==> src/rtl/syn_pkg.sv <==
// rtl/syn_pkg.sv - shared types and constants for the spike synapse family
package syn_pkg;
   localparam int CUR_W = 8;
   localparam logic [CUR_W-1:0] CUR_MAX = 8'd255;

   typedef enum logic {
      SYN_IDLE,
      SYN_ACTIVE
   } syn_state_e;
endpackage

==> src/rtl/spike_synapse_if.sv <==
// rtl/spike_synapse_if.sv - spike input, weight load and current output bundle
interface spike_synapse_if;
   import syn_pkg::*;

   logic             spike_in;
   logic [CUR_W-1:0] weight_in;
   logic             weight_load;
   logic [CUR_W-1:0] current;
   logic             event_out;
   logic             active;

   modport master (
      output spike_in, weight_in, weight_load,
      input  current, event_out, active
   );

   modport slave (
      input  spike_in, weight_in, weight_load,
      output current, event_out, active
   );
endinterface

==> src/rtl/syn_decay.sv <==
// rtl/syn_decay.sv - one exponential decay step of a current value
// A nonzero current always loses at least 1 so it is guaranteed to reach 0.
module syn_decay
   import syn_pkg::*;
#(
   parameter int DECAY_SHIFT = 3
) (
   input  logic [CUR_W-1:0] cur,
   input  logic             tick,
   output logic [CUR_W-1:0] cur_dec
);
   logic [CUR_W-1:0] dec;

   always_comb begin
      dec = cur >> DECAY_SHIFT;
      if (dec == '0 && cur != '0) begin
         dec = CUR_W'(1);
      end
      cur_dec = tick ? (cur - dec) : cur;
   end
endmodule

==> src/rtl/spike_synapse.sv <==
// rtl/spike_synapse.sv - current-based synapse: edge-counted spikes, weighted add, prescaled decay
// Optional refractory window enabled by defining SYN_REFRACT_EN.
module spike_synapse
   import syn_pkg::*;
#(
   parameter logic [CUR_W-1:0] WEIGHT_INIT    = 8'd32,
   parameter int               DECAY_DIV      = 16,
   parameter int               DECAY_SHIFT    = 3,
   parameter int               REFRACT_CYCLES = 4
) (
   input logic           clk,
   input logic           reset,
   spike_synapse_if.slave syn
);
   localparam int PW = (DECAY_DIV > 2) ? $clog2(DECAY_DIV) : 1;
   localparam logic [PW-1:0] PRE_LAST = PW'(DECAY_DIV - 1);

   if (DECAY_DIV < 2 || DECAY_SHIFT < 1 || DECAY_SHIFT > 7 || REFRACT_CYCLES < 1) begin : g_param_check
      $error("spike_synapse: parameter out of range");
   end

   syn_state_e       state_q, state_d;
   logic             spike_q, spike_d;
   logic [CUR_W-1:0] weight_q, weight_d;
   logic [CUR_W-1:0] cur_q, cur_d;
   logic             ev_q, ev_d;
   logic [PW-1:0]    pre_q, pre_d;

   logic             raw_ev, accept, tick, refr_busy;
   logic [CUR_W-1:0] cur_dec;
   logic [CUR_W:0]   sum;

`ifdef SYN_REFRACT_EN
   localparam int RW = $clog2(REFRACT_CYCLES + 1);
   logic [RW-1:0] refr_q, refr_d;

   // Free-running down-counter, deliberately not tied to the FSM state.
   always_comb begin
      refr_d = refr_q;
      if (accept) begin
         refr_d = RW'(REFRACT_CYCLES);
      end else if (refr_q != '0) begin
         refr_d = refr_q - 1'b1;
      end
   end

   always_ff @(posedge clk or posedge reset) begin
      if (reset) begin
         refr_q <= '0;
      end else begin
         refr_q <= refr_d;
      end
   end

   assign refr_busy = (refr_q != '0);
`else
   assign refr_busy = 1'b0;
`endif

   syn_decay #(.DECAY_SHIFT(DECAY_SHIFT)) u_decay (
      .cur     (cur_q),
      .tick    (tick),
      .cur_dec (cur_dec)
   );

   always_comb begin
      raw_ev   = syn.spike_in & ~spike_q;
      accept   = raw_ev & ~refr_busy;
      tick     = (state_q == SYN_ACTIVE) && (pre_q == PRE_LAST);
      sum      = {1'b0, cur_dec} + {1'b0, weight_q};
      cur_d    = cur_dec;
      if (accept) begin
         cur_d = sum[CUR_W] ? CUR_MAX : sum[CUR_W-1:0];
      end
      // The event above still sees the old weight when a load coincides.
      weight_d = syn.weight_load ? syn.weight_in : weight_q;
      spike_d  = syn.spike_in;
      ev_d     = accept;
      state_d  = state_q;
      pre_d    = '0;
      case (state_q)
         SYN_IDLE: begin
            if (accept && weight_q != '0) begin
               state_d = SYN_ACTIVE;
            end
         end
         SYN_ACTIVE: begin
            if (cur_d == '0) begin
               state_d = SYN_IDLE;
            end else begin
               pre_d = tick ? '0 : pre_q + 1'b1;
            end
         end
         default: state_d = SYN_IDLE;
      endcase
   end

   always_ff @(posedge clk or posedge reset) begin
      if (reset) begin
         state_q  <= SYN_IDLE;
         spike_q  <= 1'b0;
         weight_q <= WEIGHT_INIT;
         cur_q    <= '0;
         ev_q     <= 1'b0;
         pre_q    <= '0;
      end else begin
         state_q  <= state_d;
         spike_q  <= spike_d;
         weight_q <= weight_d;
         cur_q    <= cur_d;
         ev_q     <= ev_d;
         pre_q    <= pre_d;
      end
   end

   assign syn.current   = cur_q;
   assign syn.event_out = ev_q;
   assign syn.active    = (state_q == SYN_ACTIVE);
endmodule
==> src/flat_wrapper.sv <==
// flat-port wrapper written by rule: the top's interface ports become plain ports
module spike_synapse_flat import syn_pkg::*;
#(
   parameter logic [CUR_W-1:0] WEIGHT_INIT    = 8'd32,
   parameter int               DECAY_DIV      = 16,
   parameter int               DECAY_SHIFT    = 3,
   parameter int               REFRACT_CYCLES = 4
)
  (clk, reset, syn_spike_in, syn_weight_in, syn_weight_load, syn_current, syn_event_out, syn_active);
  spike_synapse_if syn_i ();
  input logic clk;
  input logic reset;
  input wire logic [$bits(syn_i.spike_in)-1:0] syn_spike_in;
  input wire logic [$bits(syn_i.weight_in)-1:0] syn_weight_in;
  input wire logic [$bits(syn_i.weight_load)-1:0] syn_weight_load;
  output wire logic [$bits(syn_i.current)-1:0] syn_current;
  output wire logic [$bits(syn_i.event_out)-1:0] syn_event_out;
  output wire logic [$bits(syn_i.active)-1:0] syn_active;
  assign syn_i.spike_in = syn_spike_in;
  assign syn_i.weight_in = syn_weight_in;
  assign syn_i.weight_load = syn_weight_load;
  assign syn_current = syn_i.current;
  assign syn_event_out = syn_i.event_out;
  assign syn_active = syn_i.active;
  spike_synapse #(.WEIGHT_INIT(WEIGHT_INIT), .DECAY_DIV(DECAY_DIV), .DECAY_SHIFT(DECAY_SHIFT), .REFRACT_CYCLES(REFRACT_CYCLES)) u_core (.clk(clk), .reset(reset), .syn(syn_i));
endmodule
==> config.mk <==
export PLATFORM = sky130hd
export DESIGN_NAME = spike_synapse_flat
export DESIGN_NICKNAME = d
export VERILOG_FILES = /design/src/rtl/syn_pkg.sv /design/src/rtl/spike_synapse_if.sv /design/src/rtl/syn_decay.sv /design/src/rtl/spike_synapse.sv /design/src/flat_wrapper.sv
export SDC_FILE = /design/constraint.sdc
export NUM_CORES = 1
export LEC_CHECK = 0
export ABC_AREA = 1
export BUFFER_PORTS_ARGS = -buffer_cell sky130_fd_sc_hd__buf_2
export CAP_MARGIN = 10
export CORE_MARGIN = 10
export CORE_UTILIZATION = 45
export CTS_BUF_LIST = sky130_fd_sc_hd__clkbuf_16
export CTS_CLUSTER_SIZE = 28
export DETAILED_ROUTE_END_ITERATION = 10
export PLACE_DENSITY = 0.67
export SLEW_MARGIN = 20
export SYNTH_ARGS = -nofsm -noshare
export SYNTH_HDL_FRONTEND = slang
export SYNTH_SLANG_ARGS = --single-unit
==> constraint.sdc <==
create_clock -name clk -period 2.9 [get_ports clk]
set_input_delay 0 -clock clk [delete_from_list [all_inputs] [get_ports clk]]
set_output_delay 0 -clock clk [all_outputs]
set_load 0.03 [all_outputs]
==> run metrics, run 1 <==
crit-path max cell delay 420 ps; fmax 0.314 GHz; post-DP HPWL 3390 um; slowest CP cell dfrtp_2; dpl cell area 0.00220 mm^2; Final Cycle Share 110%; simple-gate share of the synthesized area 31.7%; IO buf count 21; Pins Over Slew Limit 0; DR vias/cell 4.87; WL final 4240 um; Post-synth EDFFs 0; clock sink count 23; top post-synthesis cells by area dfrtp_1 31%, nand2_1 15%, ha_1 10%; clk_lat worst skew 250 ps; first-pass GRT wire length 7590 um; Fin Setup TNS -1530 ps; synthesis-to-layout area growth 43.7%; initial antenna violation count 0; actual slew at the worst max-slew pin 850 ps; sequential area share after synthesis 32.8%; Die W 82.5 um; Relative slew margins 43.3%; Post-Layout Cell Count 353; drt pass-1 iters 4; DR DRC count 0; share of layout cells above drive strength 1 41.0%; total number of vias 1,720; # rows 22; critical path type register to register; area leader, netlist dfrtp_1; Netlist cell types 32; Antenna diodes 0; LEAKAGE 1.29 nW; pwr dens 1070 mW/mm^2; most numerous cell in the Yosys netlist nand2_1; Max clock buf depth 2; Synth async-reset ratio 100%; Syn Nets 261; H-tree levels 1; synthesized-area fraction occupied by adder cells 12.3%; vias in the first global route 1,787; CTS tree built; violated checks negative setup slack; DRT iter0 DRCs 69; setup ws final -283 ps; GRT Total Usage 13.9%; post-synthesis instance total 233; main flop type after synthesis dfrtp_1; final core occ 67.9%; final antenna-violating net count 0; max_cap viols 0; post-route cell area 0.00252 mm^2; worst-path maximum fanout 6; post-synthesis cell area 0.00176 mm^2; GR Overflow Total 0; RSZ-0062 raised after global routing true; share of the synthesized area in the top cell type 31.3%; Synth Area in Compound Gates 6.77%; status finished with violations; core area 0.00372 mm^2; worst hold path class input port to register; worst endpoint data arrival time 3310 ps; Total Power 2.69 mW; Worst setup EP type register; GPL Wtd Cong 0.840; VDD IR max 0.512 mV; Setup Viol. Count Final 9; Mapped Avg Cell Area 7.54 um^2; I/O pin cnt 22; post-synthesis mux area share 3.85%; Die H 82.5 um; Final Hold Viols 0; hold path depth 3; CTS Buf Count 3; initial core utilization 47.3%; clk slew on worst S/H paths 60 ps; nets 334; die area 0.00680 mm^2; warnings from Yosys 0; Post-synth top cells 68 x nand2_1, 39 x inv_1, 23 x nand3_1; XOR/XNOR share of the synthesized area 2.49%; fin crit period 3180 ps; CP Launch Type register; WL/cell 12.0 um; largest family of logic cells by synthesized area simple AND/OR/NAND/NOR gates; Register-to-Register Path Depth 26; placed cell count 334; Post-Route Skew 1.94 ps; Fillers 296; CP required 3030 ps; CTS root buf clkbuf_16; largest net degree at the start of global routing 24; FF+latch count, synth 23
==> final timing paths <==
check,start,endpoint,slack (ps)
max in group asynchronous,reset,u_core.syn.current[5]$_DFF_PP0_,1850
hold reg to reg,u_core.spike_q$_DFF_PP0_,u_core.syn.event_out$_DFF_PP0_,470
setup reg to reg,u_core.syn.current[5]$_DFF_PP0_,u_core.syn.active$_DFF_PP0_,-280
setup / recovery,u_core.syn.current[5]$_DFF_PP0_,u_core.syn.active$_DFF_PP0_,-280
min in group asynchronous,reset,u_core.weight_q[1]$_DFFE_PP0P_,470
hold / removal,syn_weight_load,u_core.weight_q[2]$_DFFE_PP0P_,80
==> sequential cells by signal, summed over array words and instances (netlist names) <==
register	count
u_core.syn.current	8
u_core.weight_q	8
u_core.pre_q	4
u_core.spike_q	1
u_core.syn.active	1
u_core.syn.event_out	1
==> layer usage <==
layer	global-route usage [%]	up-vias	share of wire, %	routed length, um
li1	-	886	-	-
met2	25.3	23	49	2090
met1	17.0	809	46	1940
met3	2.27	2	4.3	184
met5	0	-	0	0
met4	2.04	0	0.52	22
==> layout by cell type, fill, tap and decap left out, drive strengths merged, types with 4 or more instances in the layout <==
master / n
a21oi: 6
ha: 14
dlygate4sd3: 10
dfrtp: 22
mux2: 6
nand3: 25
nor2: 16
xnor2: 4
buf: 61
o21ai: 5
inv: 39
nand4: 4
nand2: 73
==> report_power, final <==
group / switching (mW) / leakage (nW) / total [mW] / internal (mW)
logic: 1.03 / 0.993 / 1.89 / 0.867
registers: 0.0759 / 0.257 / 0.498 / 0.422
clock network: 0.113 / 0.0371 / 0.300 / 0.187
==> final cells by class <==
type                       instances  area (um^2)  area share (%)
multi-input combinational        167         1140            45.1
sequential                        23          583            23.1
timing repair buffer              71          505            20.0
inverter                          40          155            6.15
clock buffer                       3         75.1            2.97
tap                               48         60.1            2.38
clock inverter                     1         7.51           0.297
==> stage by stage <==
stage / setup WS, ps / hold WS (ps)
2_1_floorplan: -189 / 0.833
5_1_grt: -581 / 149
3_5_place_dp: -343 / 129
3_3_place_gp: -324 / 126
4_1_cts: -285 / 91.8
6_report: -283 / 81.0
==> worst max-delay path: cells and delay by family (launching register included) <==
| family | cells | cell delay (ps) |
|---|---|---|
| DFF | 1 | 420 |
| buffers and inverters | 3 | 150 |
| and+or+nand+nor | 18 | 1390 |
| AOI/OAI and AO/OA | 2 | 320 |
| adders and majority gates | 3 | 770 |
==> kinds of logic after synthesis <==
kind of cell | after synthesis
AOI/OAI and AO/OA | 17
and+or+nand+nor | 123
xor gates and xnor gates | 5
adders and majority gates | 16
muxes | 6
buffers and inverters | 43
DFF | 23
==> what timing repair did <==
item	in CTS	in global routing
buffers inserted	4	1
pin swaps	20	10
endpoints found under the setup margin	11	13
hold buffers	10	0
gates resized for setup	18	9
endpoints found under the hold margin	31	0
No activity file was read; power rests on OpenSTA's default activity.
==> run 2, diff against run 1 <==
Settings changed: CORE_UTILIZATION 45 to 40, PLACE_DENSITY 0.67 to default.
==> run metrics, run 2 (same netlist as run 1, synthesis figures left out) <==
status finished with violations; violated checks negative setup slack; hold path depth 3; worst hold endpoint u_core.weight_q[2]$_DFFE_PP0P_; CTS tree built; CTS Buf Count 3; pwr dens 1070 mW/mm^2; GRT Total Usage 12.3%; first-pass GRT wire length 7650 um; R2R Path End u_core.syn.active$_DFF_PP0_; total number of vias 1,736; fin crit period 3190 ps; share of layout cells above drive strength 1 42.9%; setup ws final -289 ps; CP Launch Type register; clock share of power 10.8%; VDD IR max 0.398 mV; clk slew on worst S/H paths 60 ps; hold slack 81.2 ps; Pins Over Slew Limit 0; RSZ-0062 raised after global routing true; actual slew at the worst max-slew pin 878 ps; post-route cell area 0.00259 mm^2; Logic pwr share 71.5%; DRT iter0 DRCs 54; slowest CP cell dfrtp_2; Die H 86.3 um; clock sink count 23; DR vias/cell 4.80; LEAKAGE 1.32 nW; worst flop-to-flop path startpoint u_core.syn.current[5]$_DFF_PP0_; nets 339; vias in the first global route 1,819; critical path type register to register; Die W 86.3 um; final antenna-violating net count 0; placed cell count 342; Final Hold Viols 0; largest net degree at the start of global routing 24; core area 0.00429 mm^2; Fillers 386; WL final 4390 um; post-DP HPWL 3370 um; fmax 0.314 GHz; initial antenna violation count 0; DR DRC count 0; synthesis-to-layout area growth 47.4%; dpl ws -365 ps; WL/cell 12.1 um; CP required 3040 ps; IO buf count 21; initial core utilization 40.9%; drt pass-1 iters 4; Final Cycle Share 110%; Register-to-Register Path Depth 26; GPL Wtd Cong 0.800; # rows 24; Setup Viol. Count Final 9; worst hold path class input port to register; worst endpoint data arrival time 3330 ps; worst-path maximum fanout 6; H-tree levels 1; max_cap viols 0; die area 0.00744 mm^2; Max clock buf depth 2; Switching Share 44.7%; dpl cell area 0.00223 mm^2; clk_lat worst skew 260 ps; most frequent cells in the layout 58 x nand2_1, 40 x buf_4, 33 x inv_1; I/O pin cnt 22; register share of total power 17.7%; Total Power 2.78 mW; Switching Power 1.24 mW; Post-Route Skew 2.89 ps; Post-Layout Cell Count 362; CTS root buf clkbuf_16; crit-path max cell delay 420 ps; Worst path top cell family by delay simple AND/OR/NAND/NOR gates; R2R Setup Slk -290 ps; Worst setup EP type register; critical path buffer and inverter count 3; Relative slew margins 41.4%; Pint 1.54 mW; hold_sp syn_weight_load; GR Overflow Total 0; Antenna diodes 0; most common cell after layout, fill and taps aside nand2_1
## run 2: changes by cell type in the layout (fill, tap and decap cells not counted), sizes merged
cell,previous run,this run
buf,61,66
clkinv,1,2
clkinvlp,1,0
## run 2: how the worst max path moves through the flow
stage / start / endpoint / cells past startpoint
CTS: u_core.syn.current[5]$_DFF_PP0_ / u_core.syn.active$_DFF_PP0_ / 26
detailed placement: u_core.syn.current[6]$_DFF_PP0_ / u_core.syn.active$_DFF_PP0_ / 24
floorplan: u_core.syn.current[6]$_DFF_PP0_ / u_core.syn.active$_DFF_PP0_ / 24
global placement: u_core.syn.current[6]$_DFF_PP0_ / u_core.syn.active$_DFF_PP0_ / 24
global route: u_core.syn.current[5]$_DFF_PP0_ / u_core.syn.active$_DFF_PP0_ / 26
finish: u_core.syn.current[5]$_DFF_PP0_ / u_core.syn.active$_DFF_PP0_ / 26
## run 2: worst min-delay path, delay by kind of cell
kind | cells | cell delay [ps]
buffers and inverters | 1 | 160
and+or+nand+nor | 1 | 70
AOI/OAI and AO/OA | 1 | 60
## run 2: layer usage
metal | share of wire, % | global-route usage [%] | vias up
li1 | - | - | 902
met1 | 46 | 14.4 | 805
met2 | 49 | 21.6 | 25
met3 | 4.1 | 2.91 | 4
met4 | 0.98 | 3.53 | 0
met5 | 0 | 0 | -
## run 2: repair_timing
item,4_1_cts,5_1_grt
buffers inserted,7,1
pin swaps,23,10
resized for setup,20,15
endpoints found under the hold margin,31,0
endpoints found under the setup margin,12,13
hold buffers,10,0
## run 2: through the flow
step                      utilization, %  setup TNS (ps)
after floorplan                        -            -859
after global placement              52.0           -1690
after detailed placement            52.0           -2170
after CTS                           58.7           -1600
after global routing                60.3           -4700
final                               60.3           -1790
## run 2: power by group through the flow
stage | sequential (mW) | clock [mW] | combinational, mW
after floorplan | 0.620 | 0 | 0.975
after global placement | 0.488 | 0 | 1.72
after detailed placement | 0.490 | 0 | 1.72
after CTS | 0.485 | 0.308 | 1.90
after global routing | 0.506 | 0.321 | 2.22
final | 0.493 | 0.299 | 1.99
## run 2: final cells by class
type	count	area, um^2	share of cell area (%)
multi-input cells	167	1140	44.2
flip-flops and latches	23	583	22.5
repair buffers	76	562	21.7
inverters	40	155	5.99
clock buffers	3	75.1	2.90
well taps	52	65.1	2.51
clock inverters	1	5.00	0.193
==> run 3, diff against run 2 <==
Settings changed: ABC_AREA 1 to default, REMOVE_ABC_BUFFERS from default to 1.
==> run metrics, run 3 <==
status finished with violations; violated checks negative setup slack; warnings from Yosys 0; CTS tree built; initial core utilization 42.3%; GPL Wtd Cong 0.936; R2R Path End u_core.pre_q[3]$_DFF_PP0_; share of the synthesized area in the top cell type 31.6%; pwr dens 1080 mW/mm^2; most numerous cell in the Yosys netlist dfrtp_1; worst-path maximum fanout 4; Post-synth top cells 22 x dfrtp_1, 14 x ha_1, 14 x inv_1; drt pass-1 iters 4; cell mode on critical path inv_2; DR DRC count 0; H-tree levels 1; CTS root buf clkbuf_16; main flop type after synthesis dfrtp_1; Die H 86.0 um; crit path cell chain inv_2, nand4_1, o21bai_1, ha_2, inv_2, fa_2, a211oi_2, nor2_2, nor4_4, xnor2_2, ha_4, o211ai_4, buf_6, o211ai_1, o22ai_1, a2bb2oi_2, a2111oi_4, nand3_2, and4_1; Die W 86.0 um; Final Cycle Share 132%; share of layout cells above drive strength 1 53.2%; post-synthesis cell area 0.00174 mm^2; most frequent cells in the layout 61 x buf_4, 22 x dfrtp_1, 21 x buf_2; Register-to-Register Path Depth 19; clk slew on worst S/H paths 60 ps; WL final 5120 um; Mapped Avg Cell Area 10.0 um^2; hold_sp syn_weight_load; clock sink count 23; CTS Buf Count 3; Synth async-reset ratio 100%; Netlist cell types 53; CP required 3040 ps; sequential area share after synthesis 33.1%; total number of vias 1,720; Worst setup EP type register; Relative slew margins 41.4%; # rows 23; FF+latch count, synth 23; clk_lat worst skew 250 ps; CP Launch Type register; post-route cell area 0.00276 mm^2; crit-path max cell delay 380 ps; setup ws final -932 ps; worst hold endpoint u_core.weight_q[6]$_DFFE_PP0P_; I/O pin cnt 22; post-synthesis instance total 174; largest net degree at the start of global routing 24; max_cap viols 0; slowest CP cell dfrtp_1; die area 0.00739 mm^2; GR Overflow Total 0; Post-Layout Cell Count 319; IO buf count 21; LEAKAGE 1.23 nW; GRT Total Usage 13.9%; DRT iter0 DRCs 76; final antenna-violating net count 0; critical path type register to register; core area 0.00412 mm^2; RSZ-0062 raised after global routing true; initial antenna violation count 0; dpl cell area 0.00226 mm^2; DR vias/cell 5.39; hold slack 136 ps; R2R Setup Slk -930 ps; most common cell after layout, fill and taps aside buf_4; top post-synthesis cells by area dfrtp_1 32%, ha_1 10%, mux2_2 5.2%; Post-Route Skew 2.38 ps; Setup Viol. Count Final 13; hold path depth 2; synthesis-to-layout area growth 58.2%; post-DP HPWL 3870 um; first-pass GRT wire length 8470 um; vias in the first global route 1,858; Post-synth EDFFs 0; Total Power 2.98 mW; nets 298; VDD IR max 0.512 mV; Final Hold Viols 0; Pins Over Slew Limit 0; fin crit period 3830 ps; dpl ws -1190 ps; worst hold path class input port to register; WL/cell 16.0 um; worst flop-to-flop path startpoint u_core.syn.current[5]$_DFF_PP0_; area leader, netlist dfrtp_1; actual slew at the worst max-slew pin 878 ps; Max clock buf depth 2; fmax 0.261 GHz; placed cell count 292; Antenna diodes 0; worst endpoint data arrival time 3980 ps
-- run 3: per-stage QoR --
stage	utilization [%]	TNS (ps)
floorplan	-	-7600
global placement	55.0	-9260
detailed placement	55.0	-10290
CTS	62.4	-8750
global route	67.0	-12360
finish	67.0	-8740
-- run 3: how the worst max path moves through the flow --
stage	from	to	slack, ps	cells after the start
3_5_place_dp	u_core.syn.current[5]$_DFF_PP0_	u_core.pre_q[3]$_DFF_PP0_	-1190	17
6_report	u_core.syn.current[5]$_DFF_PP0_	u_core.pre_q[3]$_DFF_PP0_	-930	19
5_1_grt	u_core.syn.current[5]$_DFF_PP0_	u_core.pre_q[3]$_DFF_PP0_	-1230	19
2_1_floorplan	u_core.syn.current[5]$_DFF_PP0_	u_core.pre_q[3]$_DFF_PP0_	-970	18
3_3_place_gp	u_core.syn.current[7]$_DFF_PP0_	u_core.pre_q[3]$_DFF_PP0_	-1120	18
4_1_cts	u_core.syn.current[6]$_DFF_PP0_	u_core.pre_q[3]$_DFF_PP0_	-980	18
-- run 3: final cells by class --
class,count,area (um^2)
Clock inverter,1,3.75
Sequential cell,23,577
Multi-Input combinational cell,131,1270
Fill cell,327,1360
Tap cell,50,62.6
Timing Repair Buffer,96,708
Clock buffer,3,75.1
Inverter,15,56.3
-- run 3: routing by layer --
metal,part of all wire [%],GRT usage [%]
met1,40,15.6
met2,53,25.2
met3,5.3,3.31
met4,1.2,4.04
met5,0,0
-- run 3: kinds of logic (layout without fill, tap and decap cells) --
| family | count (synthesis) | after routing | synth area share (%) |
|---|---|---|---|
| AND/OR/NAND/NOR | 48 | 48 | 16.3 |
| AO/OA/AOI/OAI | 47 | 47 | 21.6 |
| flip-flops | 23 | 23 | 33.1 |
| buffers and inverters | 20 | 115 | 5.24 |
| adder cells (fa/ha/maj) | 16 | 16 | 12.4 |
| XOR/XNOR | 10 | 10 | 5.03 |
| multiplexers | 10 | 10 | 6.32 |
-- run 3: repair_timing --
item | CTS | global route
endpoints found under the setup margin | 13 | 13
setup buffers | 7 | 6
endpoints found under the hold margin | 31 | 0
pin swaps | 10 | 23
resized for setup | 20 | 30
hold buffers | 10 | 0
-- run 3: report_power, final --
| part | switching, mW | internal, mW |
|---|---|---|
| clock | 0.106 | 0.184 |
| sequential | 0.0553 | 0.407 |
| combinational | 1.11 | 1.13 |
-- run 3: worst max-delay path: cells and delay by family, from the launching register on --
kind,cells,cell delay [ps]
DFF,1,380
buffers and inverters,3,240
and+or+nand+nor,5,720
AOI/OAI and AO/OA,7,1350
adders and majority gates,3,830
xor gates and xnor gates,1,190
